==> src/rtl/imem_loader.sv <==
`default_nettype none
// +----------------------------------------------------------------------------+
// | imem_loader: packs a byte stream big-endian into 32-bit words and writes   |
// | them to instruction memory while holding the CPU. Optional trailing XOR    |
// | checksum byte when IMEM_LOADER_CHECKSUM_EN is defined.                     |
// | Revision: 1.0                                                              |
// +----------------------------------------------------------------------------+
module imem_loader #(
  parameter int NUM_WORDS = 64,
  parameter int ADDR_W    = 8
) (
  input  logic              clk,
  input  logic              rst,
  input  logic              start,
  input  logic              byte_valid,
  input  logic [7:0]        byte_data,
  output logic              byte_ready,
  output logic              we,
  output logic [ADDR_W-1:0] waddr,
  output logic [31:0]       wdata,
  output logic              cpu_hold,
  output logic              busy,
  output logic              done,
  output logic              err
);

  localparam int WCNT_W = $clog2(NUM_WORDS + 1);

  typedef enum logic [2:0] {
    S_IDLE  = 3'd0,
    S_LOAD  = 3'd1,
    S_WRITE = 3'd2,
    S_CHECK = 3'd3,
    S_DONE  = 3'd4
  } state_t;

  state_t            state_q, state_d;
  logic [1:0]        byte_cnt;
  logic [WCNT_W-1:0] word_cnt;
  logic              hs;
  logic              last_word;

  assign hs        = byte_valid && byte_ready;
  assign last_word = (word_cnt == WCNT_W'(NUM_WORDS - 1));

  always_ff @(posedge clk) begin
    if (rst) state_q <= S_IDLE;
    else     state_q <= state_d;
  end

  // Every output here is a pure decode of the state register.
  always_comb begin
    state_d    = state_q;
    byte_ready = 1'b0;
    we         = 1'b0;
    busy       = 1'b0;
    done       = 1'b0;
    unique case (state_q)
      S_IDLE: if (start) state_d = S_LOAD;
      S_LOAD: begin
        byte_ready = 1'b1;
        busy       = 1'b1;
        if (hs && byte_cnt == 2'd3) state_d = S_WRITE;
      end
      S_WRITE: begin
        we   = 1'b1;
        busy = 1'b1;
        if (last_word) begin
`ifdef IMEM_LOADER_CHECKSUM_EN
          state_d = S_CHECK;
`else
          state_d = S_DONE;
`endif
        end else begin
          state_d = S_LOAD;
        end
      end
      S_CHECK: begin
        byte_ready = 1'b1;
        busy       = 1'b1;
        if (hs) state_d = S_DONE;
      end
      S_DONE: begin
        done = 1'b1;
        if (start) state_d = S_LOAD;
      end
      default: state_d = S_IDLE;
    endcase
  end

  assign cpu_hold = busy;

  always_ff @(posedge clk) begin
    if (rst) begin
      byte_cnt <= 2'd0;
      word_cnt <= '0;
      waddr    <= '0;
      wdata    <= 32'd0;
    end else begin
      case (state_q)
        S_IDLE, S_DONE: begin
          if (start) begin
            byte_cnt <= 2'd0;
            word_cnt <= '0;
            waddr    <= '0;
          end
        end
        S_LOAD: begin
          if (hs) begin
            case (byte_cnt)
              2'd0:    wdata[31:24] <= byte_data;
              2'd1:    wdata[23:16] <= byte_data;
              2'd2:    wdata[15:8]  <= byte_data;
              default: wdata[7:0]   <= byte_data;
            endcase
            byte_cnt <= byte_cnt + 2'd1;
          end
        end
        S_WRITE: begin
          waddr    <= waddr + ADDR_W'(4);
          word_cnt <= word_cnt + WCNT_W'(1);
        end
        default: ;
      endcase
    end
  end

`ifdef IMEM_LOADER_CHECKSUM_EN
  logic [7:0] csum;

  // Running XOR of image bytes, compared against the single trailing byte.
  always_ff @(posedge clk) begin
    if (rst) begin
      csum <= 8'd0;
      err  <= 1'b0;
    end else begin
      case (state_q)
        S_IDLE, S_DONE: begin
          if (start) begin
            csum <= 8'd0;
            err  <= 1'b0;
          end
        end
        S_LOAD:  if (hs) csum <= csum ^ byte_data;
        S_CHECK: if (hs) err <= (byte_data != csum);
        default: ;
      endcase
    end
  end
`else
  assign err = 1'b0;
`endif

endmodule
`default_nettype wire
==> config.mk <==
export PLATFORM = sky130hd
export DESIGN_NAME = imem_loader
export DESIGN_NICKNAME = d
export VERILOG_FILES = /design/src/rtl/imem_loader.sv
export SDC_FILE = /design/constraint.sdc
export NUM_CORES = 1
export LEC_CHECK = 0
export CORE_MARGIN = 1.5
export CORE_UTILIZATION = 45
export DETAILED_ROUTE_END_ITERATION = 8
export PLACE_DENSITY = 0.82
export SYNTH_ARGS = -nofsm -noshare
export SYNTH_HDL_FRONTEND = slang
export SYNTH_SLANG_ARGS = --single-unit
==> constraint.sdc <==
create_clock -name clk -period 1.57 [get_ports clk]
set_input_delay 0.314 -clock clk [delete_from_list [all_inputs] [get_ports clk]]
set_output_delay 0.314 -clock clk [all_outputs]
set_load 0.01 [all_outputs]
==> summary.md <==
| Metric | Value |
|---|---|
| Total Power | 2.35 mW |
| Primary FF master, synth | dfxtp_1 |
| Final Critical Period | 1540 ps |
| Worst EP arrival | 1740 ps |
| Data required time at the worst endpoint | 1760 ps |
| Hold Crit Endpoint | wdata[21] |
| Register-to-Register Path Depth | 6 |
| Post-route clock skew | 6.06 ps |
| Synth area leaders | dfxtp_1 (46%), a21oi_1 (10%), nand3_1 (8.4%) |
| Routed via count | 2097 |
| Post-synth top area share | 0.455 |
| Area occupied by multi-input gates | 1090 µm² |
| Final Cycle Share | 0.983 |
| Remaining routing DRC violations | 0 |
| Boundary pin count | 58 |
| Share of cells above drive strength 1 | 0.140 |
| Commonest non-fill, non-tap cell in the layout | dfxtp_1 |
| Critical-path maximum fanout | 21 |
| Final WL | 5.53 mm |
| Top cell by count, worst path | nand2_1 |
| Crit path cell chain | buf_4 > and4bb_1 > buf_12 > nand2_1 > nand2_1 > a21oi_1 |
| H-tree Lvls | 2 |
| Worst hold start | wdata[21] |
| First-pass GRT wire length | 8.91 mm |
| Seq/Total Area, Yosys | 0.455 |
| Yosys Warn Count | 0 |
| FF+latch count, synth | 50 |
| Vias/cell | 5.22 |
| CP max stage cell | dfxtp_2 |
| Post-synth EDFFs | 0 |
| Clock buffer depth | 2 |
| Static Leak | 1.20 nW |
| Vias in the first global route | 1938 |
| Synth cell types | 34 |
| Detailed Place HPWL | 4.06 mm |
| CP bufs+invs | 2 |
| Largest net degree at the start of global routing | 22 |
| Nets | 352 |
| Maxcap violations | 0 |
| Global Route Usage Sum | 0.217 |
| Register-to-register setup slack | 30 ps |
| Die Y | 72.9 µm |
| Postcts setup bufs | 0 |
| Worst-path clk slew | 90 ps |
| Hold Crit Class | reg -> reg |
| Power Density | 762 nW/µm² |
| Die Area | 5320 µm² |
| FFs w/ async S/R, synth | 0 |
| Placed cell area | 2980 µm² |
| Crit path kind | reg -> reg |
| Total gr overflow | 0 |
| Die width | 72.9 µm |
| R2R Path Start | state_q[1] |
| TritonRoute pass-1 iters | 4 |
| CTS buffer count | 5 |
| Leading area contributor after synthesis | dfxtp_1 |
| Number of fill cells | 400 |
| Layout area overhead | 40.6% |
| WHS Path Cells | 2 |
| Max frequency | 648 MHz |
| Iteration-0 DRC count of the detailed router | 132 |
| Sum Neg Setup Slack | 0 ps |
| Final slew viol count | 0 |
| Port buffer count | 54 |
| Largest delay share family, worst path | simple AND/OR/NAND/NOR gates |
| Antenna-violating nets left | 0 |
| CTS root buffer | clkbuf_8 |
| Post-Syn Instances | 267 |
| Worst skew pair latency | 300 ps |
| Routability Congestion | 0.802 |
| Synthesized area | 2200 µm² |
| Slowest stage delay, CP | 360 ps |
| CTS tree | built |
| Syn Area/Cell | 8.24 µm² |
| Drt wl/cell | 13.8 µm |
| Worst Setup End Kind | flop |
| Commonest cells after routing, fill and taps aside | dfxtp_1 (46), a21oi_1 (45), nand2_1 (44), clkdlybuf4s50_1 (44), nand3_1 (37) |
| Placement Rows | 25 |
| Antenna diodes | 0 |
| Register area | 1010 µm² |
| Hold_buf cts | 0 |
| CP Depth | 6 |
| Endpoints failing hold | 0 |
| Core Footprint | 4720 µm² |
| Initial antenna violation count | 0 |
| CP Launch Type | flop |
| Final setup fails | 0 |
| Setup repair after global routing missed its margin | true |
| Status | finished, final reports clean |
| Starting Density | 0.466 |
| Sink Count | 50 |
| R2r endpoint | wdata[15] |
| Peak supply drop | 0.000575 V |
| Design area | 3090 µm² |
-- synthesized netlist by cell type (2+ instances only) --
cell type and number:
clkbuf_1 9, a21o_1 4, nor3b_1 2, inv_1 3
ha_1 6, a211oi_1 4, dfxtp_1 50, nand2_1 45
or2_2 2, buf_1 2, o211ai_1 3, o41ai_2 2
mux2i_1 2, nand2b_1 4, a22oi_1 4, nand3_1 37
a21oi_1 45, buf_2 6, o21ai_1 3, nor2_1 10
buf_4 4, nand3b_1 2, nor3_1 7
-- metal layers --
layer  share of wire  track usage  vias up
met2            0.46        0.336       46
met3           0.036       0.0373       10
met4           0.017       0.0755        0
met1            0.48        0.306      978
met5               0            0        -
li1                -            -     1063
-- tightest hold or removal path, stage by stage, from the launching register on --
cell	delay (ps)
dfxtp_1	320
nand2_1	50
a21oi_1	50
-- cell families after synthesis --
logic type | Yosys count | synth area share
AOI/OAI and AO/OA | 67 | 0.183
adders and majority gates | 6 | 0.0341
buffers and inverters | 25 | 0.0563
DFF | 50 | 0.455
muxes | 2 | 0.00910
other | 1 | 0.00170
and+or+nand+nor | 116 | 0.261
-- per-stage QoR --
| stage | utilization | worst slack [ps] | hold WS, ps | std cells |
|---|---|---|---|---|
| after global routing | 0.655 | -39.5 | 480 | 402 |
| after global placement | 0.630 | -166 | 443 | 394 |
| after detailed placement | 0.630 | -201 | 447 | 394 |
| after CTS | 0.653 | 0.299 | 459 | 402 |
| after floorplan | - | 132 | 461 | 269 |
| final | 0.655 | 27.3 | 458 | 402 |
-- timing repair --
item | 4_1_cts | 5_1_grt
pin swaps | 1 | 0
resized for setup | 15 | 7
endpoints found under the setup margin | 10 | 38
-- cell type report --
cell class,count,area share
Multi-Input combinational cell,194,0.353
Timing Repair Buffer,80,0.258
Clock inverter,2,0.00567
Sequential cell,50,0.325
Tap cell,67,0.0271
Inverter,3,0.00364
Clock buffer,6,0.0267
-- flip-flops by register name (all words and copies together), names as in the netlist --
register  cells
wdata        32
word_cnt      7
waddr         6
state_q       3
byte_cnt      2
-- report_power, final --
part / switching, mW / total [mW] / leakage, nW / internal [mW]
clock network: 0.427 / 0.790 / 0.0514 / 0.363
logic: 0.140 / 0.271 / 0.745 / 0.131
registers: 0.0115 / 1.29 / 0.405 / 1.28
total: 0.578 / 2.35 / 1.20 / 1.78
-- how the worst max path moves through the flow --
stage               startpoint           to
floorplan           state_q[2]  word_cnt[5]
global placement    byte_valid    wdata[15]
detailed placement  byte_valid    wdata[15]
CTS                 state_q[0]           we
global route        state_q[1]    wdata[11]
finish              state_q[1]    wdata[15]
Power figures use the tool's default switching activity.
